--- config.mk ---
export PLATFORM = sky130hd
export DESIGN_NAME = neuron_mac_seq_flat
export DESIGN_NICKNAME = d
export VERILOG_FILES = /design/src/rtl/nn_pkg.sv /design/src/rtl/neuron_mac_seq_if.sv /design/src/rtl/nn_index_counter.sv /design/src/rtl/neuron_mac_seq.sv /design/src/flat_wrapper.sv
export SDC_FILE = /design/constraint.sdc
export NUM_CORES = 1
export LEC_CHECK = 0
export CAP_MARGIN = 20
export CORE_ASPECT_RATIO = 0.6
export CORE_MARGIN = 2
export CORE_UTILIZATION = 30
export CTS_BUF_LIST = sky130_fd_sc_hd__clkbuf_4 sky130_fd_sc_hd__clkbuf_8
export DETAILED_ROUTE_END_ITERATION = 10
export SLEW_MARGIN = 15
export SYNTH_ARGS = -nofsm -noshare
export SYNTH_HDL_FRONTEND = slang
export SYNTH_SLANG_ARGS = --single-unit
--- constraint.sdc ---
create_clock -name clk -period 11.1 [get_ports clk]
set_clock_uncertainty 0.1 [all_clocks]
set_input_delay 2.22 -clock clk [delete_from_list [all_inputs] [get_ports clk]]
set_output_delay 2.22 -clock clk [all_outputs]
set_load 0.02 [all_outputs]
--- src/rtl/nn_pkg.sv ---
`default_nettype none
// ============================================================================
// Module      : nn_pkg
// Description : Shared definitions for the neuron MAC sequencer. Holds the
//               external ALU opcode set and the sequencer state encoding so
//               the sequencer and the ALU agree on both.
// Ports       : none (package)
// Revision    : 1.0  initial release
// ============================================================================
package nn_pkg;

    // Opcodes understood by the shared external ALU.
    typedef enum logic [2:0] {
        ALU_ADD    = 3'b000,
        ALU_MUL    = 3'b001,
        ALU_NONNEG = 3'b010,
        ALU_PASS   = 3'b111
    } alu_op_e;

    // Sequencer states.
    typedef enum logic [2:0] {
        IDLE    = 3'd0,
        FETCH_W = 3'd1,
        FETCH_X = 3'd2,
        MUL     = 3'd3,
        ACC     = 3'd4,
        ACT     = 3'd5,
        DONE    = 3'd6
    } state_e;

endpackage : nn_pkg
`default_nettype wire

--- src/rtl/neuron_mac_seq_if.sv ---
`default_nettype none
// ============================================================================
// Module      : neuron_mac_seq_if
// Description : Bundles the neuron sequencer's request, memory and ALU signals.
// Modports    : slave  - the sequencer (consumes Start/Len/BaseW/BaseX,
//                        MemRdData, AluResult; drives status, memory strobe
//                        and ALU operands)
//               master - the environment (requester, memory and ALU)
// Revision    : 1.0  initial release
// ============================================================================
interface neuron_mac_seq_if #(
    parameter int NBITS = 32,
    parameter int ADDRW = 8
);
    logic             Start;
    logic [ADDRW-1:0] Len;
    logic [ADDRW-1:0] BaseW;
    logic [ADDRW-1:0] BaseX;
    logic             Busy;
    logic             Done;
    logic [NBITS-1:0] Result;
    logic             Fire;
    logic             MemRd;
    logic [ADDRW-1:0] MemAddr;
    logic [NBITS-1:0] MemRdData;
    logic [2:0]       AluCtrl;
    logic [NBITS-1:0] AluSrcA;
    logic [NBITS-1:0] AluSrcB;
    logic [NBITS-1:0] AluResult;

    modport slave (
        input  Start, Len, BaseW, BaseX, MemRdData, AluResult,
        output Busy, Done, Result, Fire, MemRd, MemAddr,
               AluCtrl, AluSrcA, AluSrcB
    );

    modport master (
        output Start, Len, BaseW, BaseX, MemRdData, AluResult,
        input  Busy, Done, Result, Fire, MemRd, MemAddr,
               AluCtrl, AluSrcA, AluSrcB
    );

endinterface : neuron_mac_seq_if
`default_nettype wire

--- src/rtl/nn_index_counter.sv ---
`default_nettype none
// ============================================================================
// Module      : nn_index_counter
// Description : Pair index counter for the neuron sequencer. Latches the run
//               length and both base addresses on load, steps the index on
//               inc, forms the weight/input addresses (wrapping modulo
//               2^ADDRW) and flags the final pair.
// Ports       : clk, reset          clock, async active-high reset
//               load_i              latch len/bases, clear index
//               inc_i               advance index
//               len_i, base_w_i,
//               base_x_i            run length and base addresses
//               addr_w_o, addr_x_o  current weight / input address
//               last_o              index is the final pair (Len-1)
// Revision    : 1.0  initial release
// ============================================================================
module nn_index_counter #(
    parameter int ADDRW = 8
) (
    input  wire logic             clk,
    input  wire logic             reset,
    input  wire logic             load_i,
    input  wire logic             inc_i,
    input  wire logic [ADDRW-1:0] len_i,
    input  wire logic [ADDRW-1:0] base_w_i,
    input  wire logic [ADDRW-1:0] base_x_i,
    output logic      [ADDRW-1:0] addr_w_o,
    output logic      [ADDRW-1:0] addr_x_o,
    output logic                  last_o
);

    localparam logic [ADDRW-1:0] c_ONE = {{(ADDRW-1){1'b0}}, 1'b1};

    logic [ADDRW-1:0] idx_q;
    logic [ADDRW-1:0] len_q;
    logic [ADDRW-1:0] base_w_q;
    logic [ADDRW-1:0] base_x_q;

    always_ff @(posedge clk or posedge reset) begin
        if (reset) begin
            idx_q    <= '0;
            len_q    <= '0;
            base_w_q <= '0;
            base_x_q <= '0;
        end else if (load_i) begin
            idx_q    <= '0;
            len_q    <= len_i;
            base_w_q <= base_w_i;
            base_x_q <= base_x_i;
        end else if (inc_i) begin
            idx_q    <= idx_q + c_ONE;
        end
    end

    // ADDRW-bit adders give the required modulo-2^ADDRW wrap for free.
    assign addr_w_o = base_w_q + idx_q;
    assign addr_x_o = base_x_q + idx_q;
    assign last_o   = (idx_q == (len_q - c_ONE));

endmodule : nn_index_counter
`default_nettype wire

--- src/rtl/neuron_mac_seq.sv ---
`default_nettype none
// ============================================================================
// Module      : neuron_mac_seq
// Description : Sequencer for one neuron evaluation: fetches Len weight/input
//               pairs from memory, multiplies and accumulates them through a
//               shared external ALU, then evaluates a non-negative activation.
//               Per pair: FETCH_W, FETCH_X, MUL, ACC (4 cycles); then ACT and
//               DONE, so Done rises 4*Len+2 cycles after the Start edge.
// Ports       : clk    rising-edge clock
//               reset  asynchronous active-high reset
//               bus    neuron_mac_seq_if.slave: Start/Len/BaseW/BaseX request,
//                      Busy/Done/Result/Fire status, MemRd/MemAddr/MemRdData
//                      memory port, AluCtrl/AluSrcA/AluSrcB/AluResult ALU port
// Revision    : 1.0  initial release
// ============================================================================
module neuron_mac_seq
    import nn_pkg::*;
#(
    parameter int NBITS = 32,
    parameter int ADDRW = 8
) (
    input  wire logic        clk,
    input  wire logic        reset,
    neuron_mac_seq_if.slave  bus
);

    state_e           state_q, state_d;
    logic [NBITS-1:0] acc_q;
    logic [NBITS-1:0] wreg_q;
    logic [NBITS-1:0] prod_q;
    logic [NBITS-1:0] result_q;
    logic             fire_reg_q;
    logic             fire_q;
    logic             done_q;

    // Combinational controls from the next-state process.
    logic             ctr_load;
    logic             ctr_inc;
    logic             mem_rd;
    logic [ADDRW-1:0] mem_addr;
    alu_op_e          alu_ctrl;
    logic [NBITS-1:0] alu_a;
    logic [NBITS-1:0] alu_b;

    logic [ADDRW-1:0] addr_w;
    logic [ADDRW-1:0] addr_x;
    logic             last_pair;

    nn_index_counter #(
        .ADDRW    (ADDRW)
    ) u_index_counter (
        .clk      (clk),
        .reset    (reset),
        .load_i   (ctr_load),
        .inc_i    (ctr_inc),
        .len_i    (bus.Len),
        .base_w_i (bus.BaseW),
        .base_x_i (bus.BaseX),
        .addr_w_o (addr_w),
        .addr_x_o (addr_x),
        .last_o   (last_pair)
    );

    // ------------------------------------------------------------------
    // State register
    // ------------------------------------------------------------------
    always_ff @(posedge clk or posedge reset) begin
        if (reset) begin
            state_q <= IDLE;
        end else begin
            state_q <= state_d;
        end
    end

    // ------------------------------------------------------------------
    // Next state and per-state outputs
    // ------------------------------------------------------------------
    always_comb begin
        state_d  = state_q;
        ctr_load = 1'b0;
        ctr_inc  = 1'b0;
        mem_rd   = 1'b0;
        mem_addr = '0;
        alu_ctrl = ALU_PASS;
        alu_a    = '0;
        alu_b    = '0;

        case (state_q)
            IDLE: begin
                if (bus.Start) begin
                    ctr_load = 1'b1;
                    state_d  = (bus.Len == '0) ? ACT : FETCH_W;
                end
            end
            FETCH_W: begin
                mem_rd   = 1'b1;
                mem_addr = addr_w;
                state_d  = FETCH_X;
            end
            FETCH_X: begin
                // Weight read data arrives this cycle; input read issued now.
                mem_rd   = 1'b1;
                mem_addr = addr_x;
                state_d  = MUL;
            end
            MUL: begin
                // Input read data arrives this cycle and feeds the ALU directly.
                alu_ctrl = ALU_MUL;
                alu_a    = wreg_q;
                alu_b    = bus.MemRdData;
                state_d  = ACC;
            end
            ACC: begin
                alu_ctrl = ALU_ADD;
                alu_a    = acc_q;
                alu_b    = prod_q;
                ctr_inc  = 1'b1;
                state_d  = last_pair ? ACT : FETCH_W;
            end
            ACT: begin
                alu_ctrl = ALU_NONNEG;
                alu_a    = acc_q;
                state_d  = DONE;
            end
            DONE: begin
                state_d  = IDLE;
            end
            default: begin
                state_d  = IDLE;
            end
        endcase
    end

    // ------------------------------------------------------------------
    // Datapath registers
    // ------------------------------------------------------------------
    always_ff @(posedge clk or posedge reset) begin
        if (reset) begin
            acc_q      <= '0;
            wreg_q     <= '0;
            prod_q     <= '0;
            fire_reg_q <= 1'b0;
            result_q   <= '0;
            fire_q     <= 1'b0;
            done_q     <= 1'b0;
        end else begin
            done_q <= (state_q == DONE);
            case (state_q)
                IDLE:    if (bus.Start) acc_q <= '0;
                FETCH_X: wreg_q     <= bus.MemRdData;
                MUL:     prod_q     <= bus.AluResult;
                ACC:     acc_q      <= bus.AluResult;
                ACT:     fire_reg_q <= bus.AluResult[0];
                DONE: begin
                    // Published values hold until the next evaluation ends.
                    result_q <= acc_q;
                    fire_q   <= fire_reg_q;
                end
                default: ;
            endcase
        end
    end

    assign bus.Busy    = (state_q != IDLE);
    assign bus.Done    = done_q;
    assign bus.Result  = result_q;
    assign bus.Fire    = fire_q;
    assign bus.MemRd   = mem_rd;
    assign bus.MemAddr = mem_addr;
    assign bus.AluCtrl = alu_ctrl;
    assign bus.AluSrcA = alu_a;
    assign bus.AluSrcB = alu_b;

endmodule : neuron_mac_seq
`default_nettype wire

--- src/flat_wrapper.sv ---
// flat-port wrapper written by rule: the top's interface ports become plain ports
module neuron_mac_seq_flat import nn_pkg::*;
#(
    parameter int NBITS = 32,
    parameter int ADDRW = 8
)
  (clk, reset, bus_Start, bus_Len, bus_BaseW, bus_BaseX, bus_MemRdData, bus_AluResult, bus_Busy, bus_Done, bus_Result, bus_Fire, bus_MemRd, bus_MemAddr, bus_AluCtrl, bus_AluSrcA, bus_AluSrcB);
  neuron_mac_seq_if #(.NBITS(NBITS), .ADDRW(ADDRW)) bus_i ();
  input  wire logic clk;
  input  wire logic reset;
  input wire logic [$bits(bus_i.Start)-1:0] bus_Start;
  input wire logic [$bits(bus_i.Len)-1:0] bus_Len;
  input wire logic [$bits(bus_i.BaseW)-1:0] bus_BaseW;
  input wire logic [$bits(bus_i.BaseX)-1:0] bus_BaseX;
  input wire logic [$bits(bus_i.MemRdData)-1:0] bus_MemRdData;
  input wire logic [$bits(bus_i.AluResult)-1:0] bus_AluResult;
  output wire logic [$bits(bus_i.Busy)-1:0] bus_Busy;
  output wire logic [$bits(bus_i.Done)-1:0] bus_Done;
  output wire logic [$bits(bus_i.Result)-1:0] bus_Result;
  output wire logic [$bits(bus_i.Fire)-1:0] bus_Fire;
  output wire logic [$bits(bus_i.MemRd)-1:0] bus_MemRd;
  output wire logic [$bits(bus_i.MemAddr)-1:0] bus_MemAddr;
  output wire logic [$bits(bus_i.AluCtrl)-1:0] bus_AluCtrl;
  output wire logic [$bits(bus_i.AluSrcA)-1:0] bus_AluSrcA;
  output wire logic [$bits(bus_i.AluSrcB)-1:0] bus_AluSrcB;
  assign bus_i.Start = bus_Start;
  assign bus_i.Len = bus_Len;
  assign bus_i.BaseW = bus_BaseW;
  assign bus_i.BaseX = bus_BaseX;
  assign bus_i.MemRdData = bus_MemRdData;
  assign bus_i.AluResult = bus_AluResult;
  assign bus_Busy = bus_i.Busy;
  assign bus_Done = bus_i.Done;
  assign bus_Result = bus_i.Result;
  assign bus_Fire = bus_i.Fire;
  assign bus_MemRd = bus_i.MemRd;
  assign bus_MemAddr = bus_i.MemAddr;
  assign bus_AluCtrl = bus_i.AluCtrl;
  assign bus_AluSrcA = bus_i.AluSrcA;
  assign bus_AluSrcB = bus_i.AluSrcB;
  neuron_mac_seq #(.NBITS(NBITS), .ADDRW(ADDRW)) u_core (.clk(clk), .reset(reset), .bus(bus_i));
endmodule
==> out/qor.yml, run 1 <==
drt:
  first_pass_iters: 6
  drt_wl_total_mm: 22.96
  via_per_inst: 4.770
  drc_errors: 0
  wl_per_cell_um: 18.01
  drtIter0Drc: 335
  postRouteAntennaNets: 0
  num_vias: 6082
placed_design:
  gpl_congestion: 0.7819
  pre_cts_ws_ps: 5284
  detailedPlacementHpwl_mm: 15.24
  placement.io_buffers: 201
  dpl.cell_count: 1243
yosys:
  yosys-mux-area-fraction_pct: 10.67
  synth_cells: 750
  yosysTopAreaCellShare_pct: 53.99
  synth_commonest_cells: "sky130_fd_sc_hd__nand2_1 (240), sky130_fd_sc_hd__dfrtp_1 (166), sky130_fd_sc_hd__mux2_2 (72), sky130_fd_sc_hd__a22o_1 (64), sky130_fd_sc_hd__nand3_1 (37)"
  async_reset_ff_share_pct: 100.0
  count_of_warnings_emitted_by_yosys: 0
  ys_seq_area_share_pct: 53.99
  basic_gate_share_of_the_synthesized_area_counting_and_or_nand_and_nor_cells_pct: 18.05
  synth-xor-area-share_pct: 1.935
  synth-seq-cells: 166
  mapped_nets: 851
  synth_compound_area_share_pct: 9.741
  synth_top_cell_by_area: "sky130_fd_sc_hd__dfrtp_1"
  synth.top_cells.by_area: "sky130_fd_sc_hd__dfrtp_1 (54%), sky130_fd_sc_hd__nand2_1 (12%), sky130_fd_sc_hd__mux2_2 (11%)"
  avgSynthCellArea_um2: 10.26
  synth.cell_area_um2: 7694
  post_synth_edffs: 0
  synth.most_common_cell: "sky130_fd_sc_hd__nand2_1"
  synth_top_family_by_area: "simple AND/OR/NAND/NOR gates"
  postSynth.topFlopCell: "sky130_fd_sc_hd__dfrtp_1"
  post_synthesis_share_of_cell_area_spent_on_full_adders_half_adders_and_majority_gates_pct: 1.724
  netlist-cell-type-count: 44
die:
  initial_util_pct: 30.50
  die_height_um: 128.0
  fp.dieW_um: 210.7
  core_region_area_um2: 25220
  die_area_um2: 26980
  ios: 202
  core.rowCount: 45
sta:
  setup_viol_count_final: 0
  measured_slew_at_the_worst_slew_check_pin_ps: 987.0
  final_min_period_over_clock_period_pct: 56.35
  timing_max_transition_violations_final: 0
  setup_ws_ps: 4845
  setup_repair_after_global_routing_missed_its_margin: "false"
  fmax_mhz: 159.9
  fin_tns_setup_ps: 0
  relSlewSlack_pct: 34.20
  post-route-min-period_ps: 6255
  finalHoldViolCount: 0
critical_path:
  critPathLaunch: "u_core.state_q[0]"
  r2r-start: "u_core.state_q[2]"
  critical_path.endpoint_type: "output pin"
  cp_launch_type: "flip-flop"
  worstPathRequired_ps: 8780
  criticalPathCategory: "flip-flop to output pin"
  crit_fanout: 21
  critical_path_data_arrival_time_ps: 3940
clocking:
  cts.path.max_buffers: 2
  path_clk_slew_ps: 100
  clk-insertion-delay-late_ps: 460
  post_cts.repair.setup_buffers: 0
  cts_tree: "built"
  post_cts_resized: 0
  ctsHtreeMaxLevel: 4
  cts_inserted_buffers: 17
  cts_hold_buf: 0
  clock-root-buffer: "sky130_fd_sc_hd__clkbuf_8"
  cts.sinks: 166
power_and_ir_drop:
  power.static_leakage_nw: 4.747
  cellPowerDensity_nw_per_um2: 271.8
  vdd.ir_drop.worst_uv: 121.4
layout:
  nFillCells: 2477
  layout.cells.non_filler: 1275
  multi_input_area_um2: 3263
  drive_gt1_share_pct: 13.64
  ant_diodes: 0
  ff_latch_area_um2: 4154
  layout-area-overhead-vs-synth_pct: 36.15
  final_net_count: 1034
outcome:
  status: "finished clean"
worst_hold_path:
  worstHoldPathType: "flip-flop to flip-flop"
  timing.hold.worst.start: "u_core.u_index_counter.base_w_q[2]"
global_routing:
  wire_length_of_the_first_global_routing_pass_mm: 35.96
  grt_pass1_vias: 6236
  track_usage_pct: 17.48
  initial_antenna_violation_count: 1
  globalRouteOverflowTotal: 0
  grt_start_max_net_pins: 67
job:
  drv.max_cap_violation_count: 0
logic make-up (layout without fill, tap and decap cells):
family / Yosys count / count (layout)
muxes: 73 / 73
buffers and inverters: 64 / 260
adders and majority gates: 10 / 10
AOI/OAI and AO/OA: 96 / 96
DFF: 166 / 166
and+or+nand+nor: 324 / 324
xor gates and xnor gates: 17 / 17
state kept, by name, summed over array words and instances (netlist names):
name	flops
u_core.bus.Result	32
u_core.bus.Fire	1
u_core.fire_reg_q	1
u_core.u_index_counter.len_q	8
u_core.acc_q	32
u_core.bus.Done	1
u_core.state_q	3
u_core.u_index_counter.base_w_q	8
u_core.wreg_q	32
u_core.u_index_counter.base_x_q	8
u_core.prod_q	32
u_core.u_index_counter.idx_q	8
per-layer routing:
layer / global-route usage [%] / up-vias / routed length (um)
li1: - / 2910 / -
met1: 24.52 / 2984 / 11250
met2: 25.88 / 177 / 9693
met3: 6.296 / 11 / 1853
met4: 3.770 / 0 / 164
met5: 0 / - / 0
through the flow:
step / power (mW) / hold slack (ps) / utilization [%] / instance area [um^2]
2_1_floorplan: 1.832 / 333.1 / - / 7694
3_3_place_gp: 2.324 / 348.0 / 39.63 / 9996
3_5_place_dp: 2.344 / 353.7 / 39.63 / 9996
4_1_cts: 2.884 / 376.0 / 41.53 / 10480
5_1_grt: 3.040 / 404.8 / 41.53 / 10480
6_report: 2.847 / 373.6 / 41.53 / 10480
power by group:
part	internal (mW)	total [mW]	leakage (nW)	switching [mW]
Clock	0.289	0.526	0.236	0.236
Combinational	0.612	1.27	2.41	0.659
Sequential	0.862	1.05	2.10	0.189
Total	1.76	2.85	4.75	1.08
critical path, stage by stage (launching register included):
cell and delay [ps]:
sky130_fd_sc_hd__dfrtp_1 540, sky130_fd_sc_hd__nor3b_4 270, sky130_fd_sc_hd__buf_4 340, sky130_fd_sc_hd__mux2_2 400
sky130_fd_sc_hd__ha_1 300, sky130_fd_sc_hd__a211oi_1 390, sky130_fd_sc_hd__o21ai_0 190, sky130_fd_sc_hd__a31oi_1 220
sky130_fd_sc_hd__xnor2_1 80, sky130_fd_sc_hd__nor2_1 120, sky130_fd_sc_hd__clkdlybuf4s50_1 620
cell type report:
cell class | instances | area share [%]
Clock buffer | 21 | 2.699
Clock inverter | 11 | 1.875
Inverter | 14 | 0.5495
Multi-Input combinational cell | 520 | 31.15
Sequential cell | 166 | 39.66
Tap cell | 329 | 3.930
Timing Repair Buffer | 214 | 20.14
placed cells by master (no fill, tap or decap), types with 11 or more instances in the layout:
cell type / n
sky130_fd_sc_hd__inv_1: 11
sky130_fd_sc_hd__nand2_1: 239
sky130_fd_sc_hd__mux2_2: 72
sky130_fd_sc_hd__o21ai_0: 17
sky130_fd_sc_hd__nor2_1: 11
sky130_fd_sc_hd__a22o_1: 64
sky130_fd_sc_hd__clkbuf_8: 20
sky130_fd_sc_hd__clkdlybuf4s50_1: 201
sky130_fd_sc_hd__buf_4: 13
sky130_fd_sc_hd__nand3_1: 37
sky130_fd_sc_hd__dfrtp_1: 166
path summary, 6_finish.rpt:
kind | cells after the start | endpoint | slack (ps)
setup reg to reg | 6 | u_core.u_index_counter.idx_q[5] | 8480
max in group asynchronous | 3 | u_core.u_index_counter.len_q[7] | 7540
setup / recovery | 10 | bus_MemAddr[7] | 4840
hold reg to reg | 2 | u_core.u_index_counter.base_w_q[2] | 370
hold / removal | 2 | u_core.u_index_counter.base_w_q[2] | 370
min in group asynchronous | 2 | u_core.prod_q[27] | 2140
Note: power is estimated with default switching activity, not from simulation.
==> run 2, diff against run 1 <==
==> constraint.sdc (replaced) <==
create_clock -name clk -period 6.3 [get_ports clk]
set_clock_uncertainty 0.1 [all_clocks]
set_input_delay 1.26 -clock clk [delete_from_list [all_inputs] [get_ports clk]]
set_output_delay 1.26 -clock clk [all_outputs]
set_load 0.02 [all_outputs]
==> run 2 against run 1 <==
  * Combinational power is 76% higher
  * Clock power increased by 52%
  * Highest routed layer unchanged
  * Die area is the same
  * Hold slack better by 2.9 ps
==> out/qor.yml, run 2 (synthesis results as in run 1) <==
outcome:
  status: "finished clean"
die:
  fp.dieW_um: 210.7  # unchanged
  core.rowCount: 45  # unchanged
  die_height_um: 128.0  # unchanged
  core_region_area_um2: 25220  # unchanged
  initial_util_pct: 30.50  # unchanged
  die_area_um2: 26980  # unchanged
  ios: 202  # unchanged
clocking:
  ctsHtreeMaxLevel: 4  # unchanged
  post_cts.repair.setup_buffers: 0  # unchanged
  cts.path.max_buffers: 2  # unchanged
  clk-insertion-delay-late_ps: 470  # about the same
  clock-root-buffer: "sky130_fd_sc_hd__clkbuf_8"
  cts_tree: "built"
  post_cts_resized: 0  # unchanged
  cts_hold_buf: 0  # unchanged
  cts.sinks: 166  # unchanged
  path_clk_slew_ps: 80  # -20 ps
  cts_inserted_buffers: 17  # unchanged
critical_path:
  regToRegSetupSlack_ps: 3550  # -4930 ps
  worstPathRequired_ps: 4940  # -3840 ps
  cpMostUsedCell: "sky130_fd_sc_hd__o21ai_0"
  crit_path_cells: "nor3b_4, buf_4, mux2_2, ha_1, inv_1, fa_1, nor2b_1, o21ai_0, a21oi_1, o21ai_0, nor3b_1, clkdlybuf4s50_1"
  cp_num_buf_inv: 3  # +1
  critical_path_stages: 12  # +2
  cp_launch_type: "flip-flop"
  r2r-start: "u_core.state_q[0]"
  crit_family: "buffers and inverters"
  reg2reg_depth: 6  # unchanged
  worstReg2RegEnd: "u_core.bus.Result[5]"
  critical_path.endpoint_type: "output pin"
  crit_fanout: 23  # +9.5%
  timing.critical_path.slowest_cell_delay_ps: 640  # +20 ps
  criticalPathCategory: "flip-flop to output pin"
  worst_path_max_delay_cell: "sky130_fd_sc_hd__clkdlybuf4s50_1"
  critical_path_data_arrival_time_ps: 3970  # +30 ps
sta:
  fmax_mhz: 187.8
  relSlewSlack_pct: 30.49  # -3.7 points
  setup_repair_after_global_routing_missed_its_margin: "false"
  post-route-min-period_ps: 5326
  setup_viol_count_final: 0  # unchanged
  measured_slew_at_the_worst_slew_check_pin_ps: 1043  # +55.57 ps
  timing_max_transition_violations_final: 0  # unchanged
  finalHoldViolCount: 0  # unchanged
  fin_worst_hold_slack_ps: 376.5  # +2.916 ps
  final_min_period_over_clock_period_pct: 84.53
  fin_tns_setup_ps: 0  # unchanged
drt:
  drt_wl_total_mm: 22.78  # -0.81%
  drc_errors: 0  # unchanged
  via_per_inst: 4.809  # +0.82%
  num_vias: 6122  # +0.66%
  postRouteAntennaNets: 0  # unchanged
  wl_per_cell_um: 17.89  # -0.66%
  first_pass_iters: 4  # -2
  drtIter0Drc: 327  # -2.4%
global_routing:
  groute.layer.met1.usage_pct: 25.02  # +0.50 points
  wire_length_of_the_first_global_routing_pass_mm: 35.23  # -2.0%
  initial_antenna_violation_count: 1  # unchanged
  m2_gr_usage_pct: 24.46  # -1.4 points
  grt_most_used_layer: "met1"
  track_usage_pct: 17.18  # -0.30 points
  grt_start_max_net_pins: 85  # +27%
  globalRouteOverflowTotal: 0  # unchanged
  grt_pass1_vias: 6143  # -1.5%
  globalRouteMet3Util_pct: 5.953  # -0.34 points
power_and_ir_drop:
  totalPowerFinal_mw: 4.865  # +71%
  p_seq_share_pct: 37.8  # +0.9 points
  clk_pwr_share_pct: 16.4  # -2.1 points
  p_sw_share_pct: 38.43  # +0.36 points
  internal_power_mw: 2.996  # +70%
  vdd.ir_drop.worst_uv: 198.8  # +64%
  cellPowerDensity_nw_per_um2: 467.7  # +72%
  total_switching_power_mw: 1.870  # +72%
  power.share.combinational_pct: 45.8  # +1.2 points
  power.static_leakage_nw: 4.718  # -0.61%
layout:
  layout-area-overhead-vs-synth_pct: 35.21
  final_common_cell: "sky130_fd_sc_hd__nand2_1"
  nFillCells: 2505  # +1.1%
  final_cell_mix: "sky130_fd_sc_hd__nand2_1 (239), sky130_fd_sc_hd__clkdlybuf4s50_1 (201), sky130_fd_sc_hd__dfrtp_1 (166)"
  ff_latch_area_um2: 4154  # unchanged
  final_net_count: 1033  # -0.097%
  multi_input_area_um2: 3263  # unchanged
  layout.cells.non_filler: 1273  # -0.16%
  drive_gt1_share_pct: 13.36  # -0.27 points
placed_design:
  placement.io_buffers: 201  # unchanged
  dpl.cell_count: 1242  # -0.080%
  gpl_congestion: 0.7988  # +2.2%
  detailedPlacementHpwl_mm: 15.09  # -1.0%
worst_hold_path:
  worstHoldPathType: "flip-flop to flip-flop"
  timing.hold.worst.start: "u_core.u_index_counter.base_w_q[0]"
  min_path_cells: 2  # unchanged
  min_to: "u_core.u_index_counter.base_w_q[0]"
job:
  drv.max_cap_violation_count: 0  # unchanged
==> run 2: through the flow <==
step                      utilization, %  setup WS (ps)  instance area [um^2]
final                              41.24          974.5                 10400
after global routing               41.23          652.5                 10400
after CTS                          41.23          918.5                 10400
after detailed placement           39.65           1475                 10000
after global placement             39.65           1582                 10000
after floorplan                        -          450.0                  7694
==> run 2: final cells by class <==
class                           count  area share [%]
Antenna cell                        1         0.02406
Clock buffer                       22           2.911
Clock inverter                      8          0.9261
Inverter                           14          0.5533
Multi-Input combinational cell    520           31.37
Sequential cell                   166           39.93
Tap cell                          329           3.957
Timing Repair Buffer              213           20.33
==> run 2: power by group through the flow <==
stage / logic [mW] / clock network [mW] / registers, mW
6_report: 2.23 / 0.798 / 1.84
2_1_floorplan: 1.41 / 0 / 1.82
3_5_place_dp: 2.26 / 0 / 1.85
3_3_place_gp: 2.23 / 0 / 1.84
5_1_grt: 2.43 / 0.876 / 1.90
4_1_cts: 2.26 / 0.832 / 1.84
==> run 2: how the worst max path moves through the flow <==
| stage | from | to | slack, ps |
|---|---|---|---|
| after floorplan | reset | u_core.acc_q[0] | 450 |
| after global placement | u_core.state_q[0] | bus_MemAddr[6] | 1580 |
| after detailed placement | u_core.state_q[1] | bus_MemAddr[6] | 1470 |
| after CTS | u_core.state_q[1] | bus_MemAddr[6] | 920 |
| after global routing | u_core.state_q[0] | bus_MemAddr[7] | 650 |
| final | u_core.state_q[1] | bus_MemAddr[6] | 970 |
==> run 2: worst min-delay path, cell delays in order (launching register included) <==
cell                      delay, ps
sky130_fd_sc_hd__dfrtp_1        350
sky130_fd_sc_hd__nand2_1         50
sky130_fd_sc_hd__nand2_1         50
==> run 2: per-layer routing <==
metal	up-vias	part of all wire, %
li1	2915	-
met1	3035	49
met2	164	42
met3	8	8.2
met4	0	0.49
met5	-	0
==> run 3, diff against run 2 <==
==> constraint.sdc (replaced) <==
create_clock -name clk -period 5.3 [get_ports clk]
set_clock_uncertainty 0.1 [all_clocks]
set_input_delay 1.06 -clock clk [delete_from_list [all_inputs] [get_ports clk]]
set_output_delay 1.06 -clock clk [all_outputs]
set_load 0.02 [all_outputs]
==> run 3 against run 2 <==
  * Non-clock buffer count increased by 2
  * First-iteration DRC count is 21% higher
  * Final cell count rose by 0.31%
  * Register-to-register slack worse by 880 ps
==> out/qor.yml, run 3 (synthesis results as in run 1) <==
outcome:
  status: "finished clean"
sta:
  timing_max_transition_violations_final: 0  # unchanged
  measured_slew_at_the_worst_slew_check_pin_ps: 1144  # +101.1 ps
  relSlewSlack_pct: 23.75  # -6.7 points
  setup_viol_count_final: 0  # unchanged
  final_min_period_over_clock_period_pct: 94.74
  post-route-min-period_ps: 5021
  finalHoldViolCount: 0  # unchanged
  fmax_mhz: 199.1
  setup_repair_after_global_routing_missed_its_margin: "false"
  fin_worst_hold_slack_ps: 375.0  # -1.470 ps
  fin_tns_setup_ps: 0  # unchanged
clocking:
  post_cts_resized: 0  # unchanged
  path_clk_slew_ps: 90  # about the same
  cts_tree: "built"
  ctsHtreeMaxLevel: 4  # unchanged
  cts.sinks: 166  # unchanged
  clock-root-buffer: "sky130_fd_sc_hd__clkbuf_8"
  clk-insertion-delay-late_ps: 470  # about the same
  post_cts.repair.setup_buffers: 0  # unchanged
  cts.path.max_buffers: 2  # unchanged
  cts_hold_buf: 0  # unchanged
  cts_inserted_buffers: 17  # unchanged
placed_design:
  gpl_congestion: 0.7922  # -0.83%
  detailedPlacementHpwl_mm: 14.92  # -1.1%
  placement.io_buffers: 201  # unchanged
global_routing:
  track_usage_pct: 17.29  # +0.11 points
  wire_length_of_the_first_global_routing_pass_mm: 35.53  # +0.84%
  grt_start_max_net_pins: 167  # +96%
  globalRouteOverflowTotal: 0  # unchanged
  initial_antenna_violation_count: 0  # -1
  grt_pass1_vias: 6135  # -0.13%
critical_path:
  critical_path_data_arrival_time_ps: 3860  # -110 ps
  critical_path.endpoint_type: "output pin"
  crit_path_cells: "nor3b_4, mux2_2, ha_1, inv_1, fa_1, nor2b_1, o21ai_0, a21oi_1, nor3_1, nor3b_1, clkdlybuf4s50_1"
  timing.critical_path.slowest_cell_delay_ps: 630  # about the same
  reg2reg_depth: 5  # -1
  crit_fanout: 8  # -65%
  regToRegSetupSlack_ps: 2670  # -880 ps
  criticalPathCategory: "flip-flop to output pin"
  r2r-start: "u_core.state_q[0]"
  cp_num_buf_inv: 2  # -1
  worstReg2RegEnd: "u_core.u_index_counter.idx_q[5]"
  crit_family: "simple AND/OR/NAND/NOR gates"
  cp_launch_type: "flip-flop"
  critPathLaunch: "u_core.state_q[1]"
  worst_path_max_delay_cell: "sky130_fd_sc_hd__clkdlybuf4s50_1"
  worstPathRequired_ps: 4140  # -800 ps
drt:
  drc_errors: 0  # unchanged
  wl_per_cell_um: 17.73  # -0.89%
  wl_met3_mm: 1.828  # -2.6%
  num_vias: 6115  # -0.11%
  first_pass_iters: 6  # +2
  drt_wl_total_mm: 22.65  # -0.58%
  via_per_inst: 4.789  # -0.43%
  drtIter0Drc: 397  # +21%
  detailed_routing_wirelength_on_met1_mm: 11.56  # +3.2%
  route.met2.wl_mm: 9.000  # -6.1%
  highest_layer: "met4"
  postRouteAntennaNets: 0  # unchanged
worst_hold_path:
  timing.hold.worst.start: "u_core.fire_reg_q"
  min_path_cells: 2  # unchanged
  min_to: "u_core.bus.Fire"
  worstHoldPathType: "flip-flop to flip-flop"
power_and_ir_drop:
  totalPowerFinal_mw: 5.830  # +20%
  vdd.ir_drop.worst_uv: 247.4  # +24%
  power.static_leakage_nw: 4.729  # +0.23%
  cellPowerDensity_nw_per_um2: 556.9  # +19%
die:
  core.rowCount: 45  # unchanged
  fp.dieW_um: 210.7  # unchanged
  core_region_area_um2: 25220  # unchanged
  die_area_um2: 26980  # unchanged
  die_height_um: 128.0  # unchanged
  ios: 202  # unchanged
  initial_util_pct: 30.50  # unchanged
layout:
  nFillCells: 2513  # +0.32%
  layout-area-overhead-vs-synth_pct: 36.05
  final_net_count: 1035  # +0.19%
  final_common_cell: "sky130_fd_sc_hd__nand2_1"
  final_cell_mix: "sky130_fd_sc_hd__nand2_1 (239), sky130_fd_sc_hd__clkdlybuf4s50_1 (201), sky130_fd_sc_hd__dfrtp_1 (166)"
  drive_gt1_share_pct: 13.73  # +0.37 points
job:
  drv.max_cap_violation_count: 0  # unchanged
run 3: cell types whose count changed in the layout (fill, tap and decap cells not counted), moves of 2 or more:
cell,delta
sky130_fd_sc_hd__buf_12,+3
sky130_fd_sc_hd__inv_6,-2
sky130_fd_sc_hd__clkinv_2,-3
sky130_fd_sc_hd__clkinvlp_4,+3
sky130_fd_sc_hd__clkbuf_4,+2
sky130_fd_sc_hd__clkinv_4,+4
sky130_fd_sc_hd__clkbuf_8,-2
run 3: worst max-delay path by stage:
stage / end / depth (start not counted) / slack (ps)
2_1_floorplan: bus_MemAddr[6] / 12 / 1410
3_3_place_gp: bus_MemAddr[7] / 9 / 890
3_5_place_dp: bus_MemAddr[6] / 11 / 790
4_1_cts: bus_MemAddr[6] / 11 / 220
5_1_grt: bus_MemAddr[6] / 11 / 6
6_report: bus_MemAddr[6] / 11 / 280
run 3: worst register-to-register path: cells and delay by family (launching register included):
family / cells / cell delay, ps
compound gates: 2 / 310
flops: 1 / 530
simple gates: 3 / 1560
run 3: metal layers:
layer	up-vias	track usage (%)
li1	2920	-
met1	3012	25.11
met2	165	24.27
met3	18	6.222
met4	0	4.350
met5	-	0
run 3: through the flow:
stage	area, um^2	utilization [%]	worst slack [ps]	std cells
6_report	10470	41.50	278.6	1277
5_1_grt	10470	41.49	6.069	1276
4_1_cts	10460	41.46	216.7	1275
3_5_place_dp	10040	39.82	786.0	1243
3_3_place_gp	10040	39.82	893.5	1243
2_1_floorplan	7697	-	1407	750
run 3: report_power, final:
group | switching [mW] | internal (mW) | leakage [nW]
clock network | 0.487 | 0.469 | 0.202
registers | 0.372 | 1.81 | 2.10
logic | 1.39 | 1.31 | 2.43
total | 2.25 | 3.58 | 4.73
run 3: layout make-up:
| cell class | instances | area (um^2) | share of cell area (%) |
|---|---|---|---|
| sequential | 166 | 4154 | 39.68 |
| tap | 329 | 411.6 | 3.933 |
| inverter | 14 | 56.30 | 0.5379 |
| clock inverter | 10 | 122.6 | 1.171 |
| clock buffer | 22 | 290.3 | 2.773 |
| timing repair buffer | 215 | 2167 | 20.70 |
| multi-input combinational | 520 | 3263 | 31.17 |
| antenna | 1 | 2.502 | 0.02391 |
